==> src/rtl/gpio_debounce_pkg.sv <==
// Shared defaults and counter types for the GPIO input debounce stage.
package gpio_debounce_pkg;

  // Default width of each pin's stability counter and of the threshold.
  localparam int DefaultCntWidth = 8;
  // Default width of the shared tick prescaler and of its reload value.
  localparam int DefaultPreWidth = 16;

  typedef logic [DefaultCntWidth-1:0] cnt_t;
  typedef logic [DefaultPreWidth-1:0] pre_t;

endpackage

==> src/rtl/gpio_reg_pkg.sv <==
// GPIO register package slice: pin count shared by the GPIO peripheral
// and its input conditioning stage.
package gpio_reg_pkg;

  localparam int GPIOCount = 8;

endpackage

==> src/rtl/gpio_debounce_cell.sv <==
// One pin of the GPIO input stage: pad synchronizer, tick-based stability
// counter, filtered output register and registered rise/fall pulses.
module gpio_debounce_cell
  import gpio_debounce_pkg::*;
#(
  parameter int CntWidth   = DefaultCntWidth,
  parameter int SyncStages = 2
) (
  input  logic                clk_i,
  input  logic                rst_ni,
  input  logic                pad_i,
  input  logic                filt_en_i,
  input  logic                tick_i,
  input  logic [CntWidth-1:0] threshold_i,
  output logic                gpio_o,
  output logic                rise_o,
  output logic                fall_o
);

  localparam logic [CntWidth:0] CntOne = (CntWidth + 1)'(1);

  logic [SyncStages-1:0] sync_q;
  logic                  s;
  logic [CntWidth-1:0]   cnt_q, cnt_d;
  logic [CntWidth:0]     cnt_inc;
  logic [CntWidth:0]     eff_thr;
  logic                  gpio_q, gpio_d;
  logic                  rise_q, fall_q;

  // Pad synchronizer: the pad enters at bit 0, the stable copy leaves the MSB.
  always_ff @(posedge clk_i or negedge rst_ni) begin
    // NOTE: clocked state uses <= so every flop samples pre-edge values.
    if (!rst_ni) sync_q <= '0;
    else         sync_q <= {sync_q[SyncStages-2:0], pad_i};
  end

  assign s = sync_q[SyncStages-1];

  // A zero threshold behaves as one; one extra bit keeps cnt+1 from wrapping.
  assign eff_thr = (threshold_i == '0) ? CntOne : {1'b0, threshold_i};
  assign cnt_inc = {1'b0, cnt_q} + CntOne;

  // Filter decision: accept s once it has disagreed with gpio for eff_thr ticks.
  always_comb begin
    // NOTE: defaults first so every path assigns both outputs and no latch is inferred.
    gpio_d = gpio_q;
    cnt_d  = cnt_q;
    if (!filt_en_i) begin
      gpio_d = s;
      cnt_d  = '0;
    end else if (s == gpio_q) begin
      cnt_d = '0;
    end else if (tick_i) begin
      if (cnt_inc >= eff_thr) begin
        gpio_d = s;
        cnt_d  = '0;
      end else begin
        cnt_d = cnt_inc[CntWidth-1:0];
      end
    end
  end

  // Output, counter and edge pulses update together so a pulse coincides with the new level.
  always_ff @(posedge clk_i or negedge rst_ni) begin
    if (!rst_ni) begin
      gpio_q <= 1'b0;
      cnt_q  <= '0;
      rise_q <= 1'b0;
      fall_q <= 1'b0;
    end else begin
      gpio_q <= gpio_d;
      cnt_q  <= cnt_d;
      rise_q <= gpio_d & ~gpio_q;
      fall_q <= ~gpio_d & gpio_q;
    end
  end

  assign gpio_o = gpio_q;
  assign rise_o = rise_q;
  assign fall_o = fall_q;

endmodule

==> src/rtl/gpio_in_debounce.sv <==
// GPIO input conditioning: a shared tick prescaler feeding one debounce
// cell per pin. Pins are independent apart from the common tick.
module gpio_in_debounce
  import gpio_debounce_pkg::*;
#(
  parameter int NrGPIOs    = gpio_reg_pkg::GPIOCount,
  parameter int CntWidth   = DefaultCntWidth,
  parameter int PreWidth   = DefaultPreWidth,
  parameter int SyncStages = 2
) (
  input  logic                clk_i,
  input  logic                rst_ni,
  input  logic [NrGPIOs-1:0]  pad_i,
  input  logic [NrGPIOs-1:0]  filt_en_i,
  input  logic [CntWidth-1:0] threshold_i,
  input  logic [PreWidth-1:0] prescale_i,
  output logic [NrGPIOs-1:0]  gpio_o,
  output logic [NrGPIOs-1:0]  rise_o,
  output logic [NrGPIOs-1:0]  fall_o
);

  localparam logic [PreWidth-1:0] PreOne = PreWidth'(1);

  logic [PreWidth-1:0] pre_q;
  logic                tick;

  // >= lets a prescale lowered below the running count take effect at once.
  assign tick = (pre_q >= prescale_i);

  // Free-running prescaler, wrapping to zero on the tick cycle.
  always_ff @(posedge clk_i or negedge rst_ni) begin
    if (!rst_ni)   pre_q <= '0;
    else if (tick) pre_q <= '0;
    else           pre_q <= pre_q + PreOne;
  end

  for (genvar i = 0; i < NrGPIOs; i++) begin : g_pin
    gpio_debounce_cell #(
      .CntWidth   (CntWidth),
      .SyncStages (SyncStages)
    ) u_cell (
      .clk_i       (clk_i),
      .rst_ni      (rst_ni),
      .pad_i       (pad_i[i]),
      .filt_en_i   (filt_en_i[i]),
      .tick_i      (tick),
      .threshold_i (threshold_i),
      .gpio_o      (gpio_o[i]),
      .rise_o      (rise_o[i]),
      .fall_o      (fall_o[i])
    );
  end

endmodule

==> config.mk <==
export PLATFORM = sky130hd
export DESIGN_NAME = gpio_in_debounce
export DESIGN_NICKNAME = d
export VERILOG_FILES = /design/src/rtl/gpio_debounce_pkg.sv /design/src/rtl/gpio_reg_pkg.sv /design/src/rtl/gpio_debounce_cell.sv /design/src/rtl/gpio_in_debounce.sv
export SDC_FILE = /design/constraint.sdc
export NUM_CORES = 1
export LEC_CHECK = 0
export ABC_AREA = 1
export CAP_MARGIN = 20
export CORE_UTILIZATION = 59
export DETAILED_ROUTE_END_ITERATION = 16
export PLACE_DENSITY = 0.8
export SLEW_MARGIN = 40
export SYNTH_ARGS = -nofsm -noshare
export SYNTH_HDL_FRONTEND = slang
export SYNTH_SLANG_ARGS = --single-unit
export TNS_END_PERCENT = 10
==> constraint.sdc <==
create_clock -name clk_i -period 3.05 [get_ports clk_i]
set_clock_uncertainty 0.1 [all_clocks]
set_input_delay 0.4575 -clock clk_i [delete_from_list [all_inputs] [get_ports clk_i]]
set_output_delay 0.4575 -clock clk_i [all_outputs]
set_load 0.03 [all_outputs]
==> summary.txt, run 1 <==
Run status
  – Status: completed

Timing
  – Slew headroom: 0.581
  – Final setup vio count: 0
  – Fmax: 365 MHz
  – Tcrit/Tclk final: 0.898
  – Hold Violations, Final: 0
  – Setup TNS: 0 ps
  – Fin. max-slew vios: 0
  – Worst slew pin tran: 629 ps
  – Min cycle time layout: 2740 ps
  – Hold Slack: 246 ps
  – RSZ-0062 raised after global routing: no

Placed design
  – Dpl hpwl: 12,600 um
  – Area after DPL: 8840 sq um
  – GPL Wtd Cong: 0.839
  – Port Buffers: 65

Pwr
  – Max IR drop VDD: 0.000471 V
  – Total power: 4.69 mW
  – Power per Cell Area: 493 nW/um^2
  – Static leakage: 4.90 nW

Routing
  – Post-route ant nets: 0
  – DRT Pass-1 Iters: 7
  – DRC: 0
  – Vias per inst: 5.41
  – DRT Wirelength: 17,600 um
  – WL met1: 7800 um
  – Met3 wire len: 781 um
  – Via count: 7,157
  – Met2 routed WL: 8600 um
  – Iteration-0 DRC Markers: 377
  – Uppermost layer routed: met4
  – Wirelength per Cell: 13.3 um

Die
  – Die ar.: 14,200 sq um
  – Core Box Area: 13,300 sq um
  – Die Y-Extent: 119 um
  – # rows: 42
  – Ports: 66
  – Initial core utilization: 0.608
  – Width of the die: 119 um

Finish
  – Layout cells sized above 1: 0.0567
  – Leading cell types in the layout, fill and taps excluded: 236 x nand2_1, 174 x inv_1, 120 x dfrtp_1, 107 x nand3_1, 90 x nor2_1
  – Area of the multi-input gates: 4180 sq um
  – Syn-to-layout area delta: 17.7%
  – Most common cell after layout, fill and taps aside: nand2_1
  – Reg area: 3000 sq um
  – Post-route design area: 9520 sq um
  – Final Util: 0.716
  – # nets final: 1,256
  – N_diodes: 0
  – Fillers: 1,078

Clocking
  – Largest buffer count on any clock path: 2
  – CTS sink count: 120
  – CTS H-tree depth: 4
  – Clk slew on worst S/H paths: 50 ps
  – CTS Root Cell: clkbuf_16
  – Post-CTS setup buffer count: 0
  – Inserted Clock Buffers: 17
  – CTS tree: built
  – Clock Latency Late Sink: 420 ps

Logic synthesis
  – Area contributors post-synth: dfrtp_1 37%, ha_1 13%, nand2_1 11%
  – Yosys top cell area share: 0.371
  – Async SR Flop Fraction: 1.00
  – Yosys cell types: 32
  – EDFF count, synth: 0
  – Yosys warning total: 0
  – Synth Instances: 1,069
  – Seq cells post-synth: 120
  – Seq/Total Area, Yosys: 0.371
  – Post-Syn Nets: 1,192
  – Syn Area/Cell: 7.57 sq um
  – Synth Flop Type: dfrtp_1
  – Cell Area, Synth: 8090 sq um
  – Area leader, netlist: dfrtp_1

Run
  – Max cap viols: 0

Setup path
  – Critical path launch point type: flop
  – WS Path Type: reg -> reg
  – Slowest Stage Delay on Critical Path: 410 ps
  – Slowest CP cell: dfrtp_1
  – Cells along the critical path: ha_1 > nand3_1 > nor3b_1 > nor2_1 > ha_1 > nand2_1 > nor2_1 > nand4_1 > nand2_1 > a21oi_1 > nand2_1 > nand2_1 > nand2_1 > nand2_1 > nand2_1 > inv_1
  – Crit path DAT: 2950 ps
  – Critical path data required time: 3270 ps
  – Most used cell, CP: nand2_1
  – Crit-path max FO: 9
  – CP endpoint kind: flop

Global route
  – Largest net degree at the start of global routing: 53
  – Initial antenna violation count: 0
  – GR Util All Layers: 0.274
  – First-pass GRT wire length: 31,100 um
  – Number of global-route vias before repair: 6,986
  – GR Overflow Total: 0

Worst hold path
  – Worst hold-check path type: reg -> reg
## through the flow
stage / worst slack (ps) / std cells
after global placement: 197 / 1289
final: 311 / 1322
after CTS: 314 / 1322
after global routing: 74.0 / 1322
after floorplan: 662 / 1069
after detailed placement: 85.5 / 1289
## power by group
| part | internal, mW | total (mW) | switching, mW |
|---|---|---|---|
| logic | 0.272 | 0.707 | 0.435 |
| registers | 1.68 | 1.76 | 0.0849 |
| clock network | 1.51 | 2.22 | 0.712 |
## per-layer routing
layer	up-vias	GRT usage
li1	3596	-
met4	0	0.112
met5	-	0
met3	41	0.0613
met2	180	0.465
met1	3340	0.337
## layout make-up
class                      count  share of cell area
multi-input combinational    740               0.439
sequential                   120               0.315
timing repair buffer          79              0.0833
inverter                     175              0.0693
clock buffer                  20              0.0490
tap                          176              0.0231
clock inverter                12              0.0205
## sequential cells by signal (all words and copies together) (netlist names)
| name | count |
|---|---|
| g_pin.u_cell.rise_o | 8 |
| g_pin.u_cell.sync_q | 16 |
| g_pin.u_cell.fall_o | 8 |
| g_pin.u_cell.cnt_q | 64 |
| g_pin.u_cell.gpio_o | 8 |
| pre_q | 16 |
## repair_timing
item / CTS / global route
endpoints found under the hold margin: 46 / 0
hold buffers: 1 / 0
resized for setup: 0 / 1
endpoints found under the setup margin: 0 / 1
## kinds of logic after synthesis
group	synth area share
flip-flops	0.371
adder cells (fa/ha/maj)	0.125
XOR/XNOR	0.0325
AND/OR/NAND/NOR	0.268
AO/OA/AOI/OAI	0.0908
buffers and inverters	0.112
## critical path, delay by kind of cell (launching register included)
| family | cells | cell delay (ps) |
|---|---|---|
| fa+ha+maj | 2 | 530 |
| flops | 1 | 410 |
| buf+inv | 1 | 30 |
| simple gates | 12 | 1530 |
| compound gates | 1 | 40 |
## Yosys cell counts (11+ instances only)
cell,n
nand4_1,25
o21ai_1,25
nand2_1,236
nor2_1,90
buf_4,31
xnor2_1,11
dfrtp_1,120
inv_1,174
a21oi_1,43
xor2_1,19
o21ai_0,50
nand3_1,107
ha_1,81
## path summary, 6_finish.rpt
| check | from | to | slack [ps] | cells past startpoint |
|---|---|---|---|---|
| worst max register to register | g_pin[6].u_cell.cnt_q[0]$_DFFE_PN0P_ | g_pin[6].u_cell.gpio_o$_DFF_PN0_ | 310 | 16 |
| worst max-delay path | g_pin[6].u_cell.cnt_q[0]$_DFFE_PN0P_ | g_pin[6].u_cell.gpio_o$_DFF_PN0_ | 310 | 16 |
| worst min-delay path | g_pin[4].u_cell.sync_q[0]$_DFF_PN0_ | g_pin[4].u_cell.sync_q[1]$_DFF_PN0_ | 250 | 0 |
| worst min register to register | g_pin[4].u_cell.sync_q[0]$_DFF_PN0_ | g_pin[4].u_cell.sync_q[1]$_DFF_PN0_ | 250 | 0 |
| max in group asynchronous | rst_ni | g_pin[0].u_cell.cnt_q[3]$_DFFE_PN0P_ | 1620 | 3 |
| min in group asynchronous | rst_ni | g_pin[4].u_cell.cnt_q[0]$_DFFE_PN0P_ | 500 | 2 |
Power figures use the tool's default switching activity.
==> inputs of run 2 (changes only) <==
Settings changed: PLACE_DENSITY 0.8 to 0.79.
==> run 2 against run 1 <==
Critical path depth stayed put. Sequential power barely moved. Sequential share of layout area is essentially flat. Total power is 0.18% lower. First-iteration DRC count rose by 5.6%. Die area stayed put. Fmax increased by 1.7%. Global-route usage decreased by 0.78 points. Register-to-register slack better by 40 ps. Via count is 2.3% lower. Non-clock buffer count did not move.
==> summary.txt, run 2 (synthesis results as in run 1) <==
Clocking
  – Inserted Clock Buffers: 17
  – Clk slew on worst S/H paths: 60 ps
  – CTS tree: built
  – CTS H-tree depth: 4
  – Clock Latency Late Sink: 420 ps
  – CTS Root Cell: clkbuf_16
  – Post-CTS setup buffer count: 0
  – CTS sink count: 120
  – Largest buffer count on any clock path: 2

Pwr
  – Power per Cell Area: 493 nW/um^2
  – Static leakage: 4.89 nW
  – Total power: 4.69 mW
  – Max IR drop VDD: 0.000443 V

Setup path
  – Crit-path max FO: 7
  – RR Endpoint: g_pin[6].u_cell.gpio_o$_DFF_PN0_
  – Reg2reg setup slack: 360 ps
  – Critical path data required time: 3260 ps
  – Critical path launch point type: flop
  – Crit path DAT: 2900 ps
  – Crit path to: g_pin[6].u_cell.gpio_o$_DFF_PN0_
  – Worst setup path startpoint: g_pin[6].u_cell.cnt_q[0]$_DFFE_PN0P_
  – RR Startpoint: g_pin[6].u_cell.cnt_q[0]$_DFFE_PN0P_
  – R2r worst-path depth: 16
  – CP endpoint kind: flop
  – WS Path Type: reg -> reg

Die
  – Die ar.: 14,200 sq um
  – Width of the die: 119 um
  – Initial core utilization: 0.608
  – Ports: 66
  – Die Y-Extent: 119 um
  – # rows: 42
  – Core Box Area: 13,300 sq um

Routing
  – DRC: 0
  – Post-route ant nets: 0
  – Via count: 6,989
  – Iteration-0 DRC Markers: 398
  – Wirelength per Cell: 13.1 um
  – Vias per inst: 5.29
  – DRT Wirelength: 17,400 um
  – DRT Pass-1 Iters: 5

Placed design
  – GPL Wtd Cong: 0.837
  – Port Buffers: 65
  – Dpl hpwl: 12,300 um
  – Dpl ws: 152 ps

Timing
  – Min cycle time layout: 2690 ps
  – RSZ-0062 raised after global routing: no
  – Final setup vio count: 0
  – Hold Slack: 244 ps
  – Fin. max-slew vios: 0
  – Tcrit/Tclk final: 0.883
  – Final WS setup: 356 ps
  – Worst slew pin tran: 556 ps
  – Hold Violations, Final: 0
  – Fmax: 371 MHz
  – Slew headroom: 0.628
  – Setup TNS: 0 ps

Global route
  – Initial antenna violation count: 0
  – Number of global-route vias before repair: 6,771
  – GR Overflow Total: 0
  – First-pass GRT wire length: 30,200 um
  – GR Util All Layers: 0.267
  – Largest net degree at the start of global routing: 86

Worst hold path
  – Worst hold-check path type: reg -> reg

Finish
  – # nets final: 1,256
  – Leading cell types in the layout, fill and taps excluded: 236 x nand2_1, 174 x inv_1, 120 x dfrtp_1, 107 x nand3_1, 90 x nor2_1
  – Syn-to-layout area delta: 17.5%
  – Top reg by flops: g_pin.u_cell.cnt_q
  – Layout cells sized above 1: 0.0550
  – Max FFs per register: 64
  – Biggest regs: g_pin.u_cell.cnt_q x64, g_pin.u_cell.sync_q x16, pre_q x16
  – Most common cell after layout, fill and taps aside: nand2_1
  – Final Util: 0.715
  – N_diodes: 0

Run status
  – Status: completed

Run
  – Max cap viols: 0
run 2: cell types whose count changed in the layout (fill, tap and decap cells not counted):
cell / change
clkbuf_1: +1
nor3b_1: +1
clkinv_4: -1
clkinv_2: -1
nor3b_2: -1
clkinvlp_4: +2
clkbuf_8: -1
run 2: timing repair:
action                                 4_1_cts  5_1_grt
endpoints found under the hold margin       35        0
hold buffers                                 1        0
setup endpoints to repair                    0        0
resized for setup                            0        0
run 2: metrics by stage:
step	instance area, sq um	cells
after floorplan	8090	1069
after global placement	8840	1289
after detailed placement	8840	1289
after CTS	9510	1322
after global routing	9510	1322
final	9510	1322
run 2: worst max-delay path, cell delays in order (launching register included):
cell and delay [ps]:
dfrtp_1 430, ha_1 220, nand3_1 140, nor3b_1 300, nor2_1 110, ha_1 310
nand2_1 70, nor2_1 100, nand4_1 100, nand2_1 80, a21oi_1 40, nand2_1 210
nand2_1 120, nand2_1 70, nand2_1 60, nand2_1 70, inv_1 50
run 2: power by group:
group          switching (mW)  internal [mW]
combinational           0.430          0.268
sequential             0.0842           1.68
clock                   0.736           1.49
run 2: how the worst min path moves through the flow:
stage	startpoint	to	slack [ps]	cells past startpoint
final	g_pin[1].u_cell.sync_q[0]$_DFF_PN0_	g_pin[1].u_cell.sync_q[1]$_DFF_PN0_	240	0
after global routing	g_pin[1].u_cell.sync_q[0]$_DFF_PN0_	g_pin[1].u_cell.sync_q[1]$_DFF_PN0_	240	0
after CTS	g_pin[1].u_cell.sync_q[0]$_DFF_PN0_	g_pin[1].u_cell.sync_q[1]$_DFF_PN0_	240	0
after detailed placement	g_pin[1].u_cell.sync_q[0]$_DFF_PN0_	g_pin[1].u_cell.sync_q[1]$_DFF_PN0_	230	0
after global placement	g_pin[5].u_cell.sync_q[0]$_DFF_PN0_	g_pin[5].u_cell.sync_q[1]$_DFF_PN0_	230	0
after floorplan	rst_ni	g_pin[0].u_cell.cnt_q[0]$_DFFE_PN0P_	60	0
run 2: layer usage:
metal,part of all wire,GRT usage,vias to the layer above
li1,-,-,3594
met1,0.46,0.333,3222
met2,0.48,0.451,150
met3,0.046,0.0589,23
met4,0.016,0.0981,0
met5,0,0,-
run 2: final cells by class:
| class | instances | area [sq um] |
|---|---|---|
| fill | 1054 | 3790 |
| tap | 176 | 220 |
| multi-input combinational | 740 | 4180 |
| clock buffer | 20 | 457 |
| timing repair buffer | 79 | 793 |
| sequential | 120 | 3000 |
| inverter | 175 | 659 |
| clock inverter | 12 | 196 |
==> inputs of run 3 (changes only) <==
Settings changed: CORE_UTILIZATION 59 to 61, CTS_BUF_LIST from default to sky130_fd_sc_hd__clkbuf_4 sky130_fd_sc_hd__clkbuf_8, PLACE_DENSITY 0.79 to 0.81.
==> run 3 against run 2 <==
Fmax up 2.6%. Hold slack gained 4.7 ps. First-iteration DRC count decreased by 10%. Register-to-register slack better by 70 ps. Wire length fell by 2.0%. Non-clock buffer count up 10. Core utilization grew 1.5 points. Die area down 3.2%.
==> summary.txt, run 3 (synthesis results as in run 1) <==
Global route
  – Initial antenna violation count: 0
  – GR Overflow Total: 0
  – Largest net degree at the start of global routing: 55
  – First-pass GRT wire length: 29,400 um
  – Number of global-route vias before repair: 6,790
  – GR Util All Layers: 0.275

Clocking
  – PostCTS Resize Cnt: 0
  – CTS Root Cell: clkbuf_8
  – CTS sink count: 120
  – Clk slew on worst S/H paths: 70 ps
  – Clock Latency Late Sink: 450 ps
  – Largest buffer count on any clock path: 2
  – CTS H-tree depth: 4
  – CTS tree: built
  – Inserted Clock Buffers: 17

Finish
  – Max FFs per register: 64
  – N_diodes: 0
  – # nets final: 1,266
  – Most common cell after layout, fill and taps aside: nand2_1
  – Syn-to-layout area delta: 15.3%
  – Biggest regs: g_pin.u_cell.cnt_q x64, g_pin.u_cell.sync_q x16, pre_q x16
  – Layout cells sized above 1: 0.0624
  – Top reg by flops: g_pin.u_cell.cnt_q
  – Leading cell types in the layout, fill and taps excluded: 236 x nand2_1, 174 x inv_1, 120 x dfrtp_1, 107 x nand3_1, 90 x nor2_1
  – Non-Filler Instances: 1,326

Routing
  – Post-route ant nets: 0
  – Via count: 7,085
  – Iteration-0 DRC Markers: 357
  – DRT Pass-1 Iters: 5
  – DRC: 0
  – Wirelength per Cell: 12.8 um
  – DRT Wirelength: 17,000 um
  – Vias per inst: 5.34

Setup path
  – Critical path data required time: 3300 ps
  – Critical path launch point type: flop
  – Slowest Stage Delay on Critical Path: 450 ps
  – Crit path DAT: 2870 ps
  – CP endpoint kind: flop
  – WS Path Type: reg -> reg
  – RR Startpoint: g_pin[4].u_cell.cnt_q[0]$_DFFE_PN0P_
  – Bufs and invs on worst path: 2
  – CP top delay family: simple AND/OR/NAND/NOR gates
  – Most used cell, CP: nand2_1
  – Cells along the critical path: ha_1 > nand3_1 > nor2_1 > nand2_1 > xor2_1 > inv_1 > ha_1 > nand3_1 > o21ai_0 > nand2_1 > nand3_1 > nand2_1 > nand2_1 > nand2_1 > nand2_1 > inv_1
  – Crit-path max FO: 6
  – Worst setup path startpoint: g_pin[4].u_cell.cnt_q[0]$_DFFE_PN0P_
  – Slowest CP cell: dfrtp_1

Timing
  – Final setup vio count: 0
  – Tcrit/Tclk final: 0.861
  – Fin. max-slew vios: 0
  – RSZ-0062 raised after global routing: no
  – Worst slew pin tran: 674 ps
  – Setup TNS: 0 ps
  – Slew headroom: 0.551
  – Fmax: 381 MHz
  – Hold Violations, Final: 0
  – Min cycle time layout: 2630 ps

Pwr
  – Static leakage: 4.84 nW
  – Total power: 3.93 mW
  – Max IR drop VDD: 0.000423 V
  – Power per Cell Area: 421 nW/um^2

Placed design
  – Placed Cells: 1,295
  – Dpl hpwl: 12,700 um
  – GPL Wtd Cong: 0.848
  – Port Buffers: 65

Worst hold path
  – Worst hold-check path type: reg -> reg
  – Worst Hold Launch: g_pin[4].u_cell.sync_q[0]$_DFF_PN0_

Run
  – Max cap viols: 0

Die
  – Ports: 66
  – Core Box Area: 12,800 sq um
  – Width of the die: 117 um
  – # rows: 41
  – Die Y-Extent: 117 um
  – Initial core utilization: 0.633
  – Die ar.: 13,700 sq um

Run status
  – Status: completed
-- run 3: cell count changes in the layout (fill, tap and decap cells not counted) --
cell / delta
clkinvlp_4: -3
clkinv_4: +2
clkbuf_4: +1
clkbuf_1: -1
clkbuf_8: +20
clkbuf_16: -17
inv_6: -1
bufinv_16: -3
buf_4: +10
-- run 3: final timing paths --
path                       slack [ps]                              endpoint  depth (start not counted)
setup / recovery                  420      g_pin[4].u_cell.gpio_o$_DFF_PN0_                         16
setup reg to reg                  420      g_pin[4].u_cell.gpio_o$_DFF_PN0_                         16
max in group asynchronous        1680  g_pin[7].u_cell.cnt_q[3]$_DFFE_PN0P_                          3
hold reg to reg                   250   g_pin[4].u_cell.sync_q[1]$_DFF_PN0_                          0
min in group asynchronous         490      g_pin[4].u_cell.fall_o$_DFF_PN0_                          2
hold / removal                    250   g_pin[4].u_cell.sync_q[1]$_DFF_PN0_                          0
-- run 3: area by class of cell --
class                           instances  area (sq um)
Clock buffer                           23           310
Fill cell                            1033          3450
Multi-Input combinational cell        740          4180
Timing Repair Buffer                   89           868
Clock inverter                          7          92.6
Inverter                              175           659
Tap cell                              172           215
Sequential cell                       120          3000
-- run 3: power breakdown --
group	total, mW	switching, mW	internal [mW]
registers	1.77	0.0905	1.68
clock network	1.46	0.627	0.833
logic	0.700	0.425	0.274
total	3.93	1.14	2.78
-- run 3: worst reg2reg max path, delay by kind of cell, from the launching register on --
kind | cells | cell delay (ps)
AOI/OAI and AO/OA | 1 | 160
xor gates and xnor gates | 1 | 140
adders and majority gates | 2 | 540
buffers and inverters | 2 | 110
DFF | 1 | 450
and+or+nand+nor | 10 | 1030
-- run 3: timing repair --
action,in CTS,in global routing
endpoints found under the hold margin,51,0
hold buffers,1,0
setup buffers,0,0
-- run 3: per-stage QoR --
| step | hold slack (ps) | instance area [sq um] | utilization | setup WS (ps) |
|---|---|---|---|---|
| after floorplan | 61.9 | 8090 | - | 662 |
| after global placement | 233 | 8910 | 0.698 | 56.7 |
| after detailed placement | 236 | 8910 | 0.698 | 32.3 |
| after CTS | 251 | 9330 | 0.730 | 447 |
| after global routing | 260 | 9330 | 0.730 | 86.9 |
| final | 249 | 9330 | 0.730 | 425 |
-- run 3: routing by layer --
| layer | part of all wire | wire, um | up-vias | global-route usage |
|---|---|---|---|---|
| met4 | 0.012 | 201 | 0 | 0.0785 |
| met5 | 0 | 0 | - | 0 |
| li1 | - | - | 3605 | - |
| met2 | 0.48 | 8110 | 163 | 0.464 |
| met3 | 0.047 | 799 | 21 | 0.0690 |
| met1 | 0.46 | 7910 | 3296 | 0.350 |
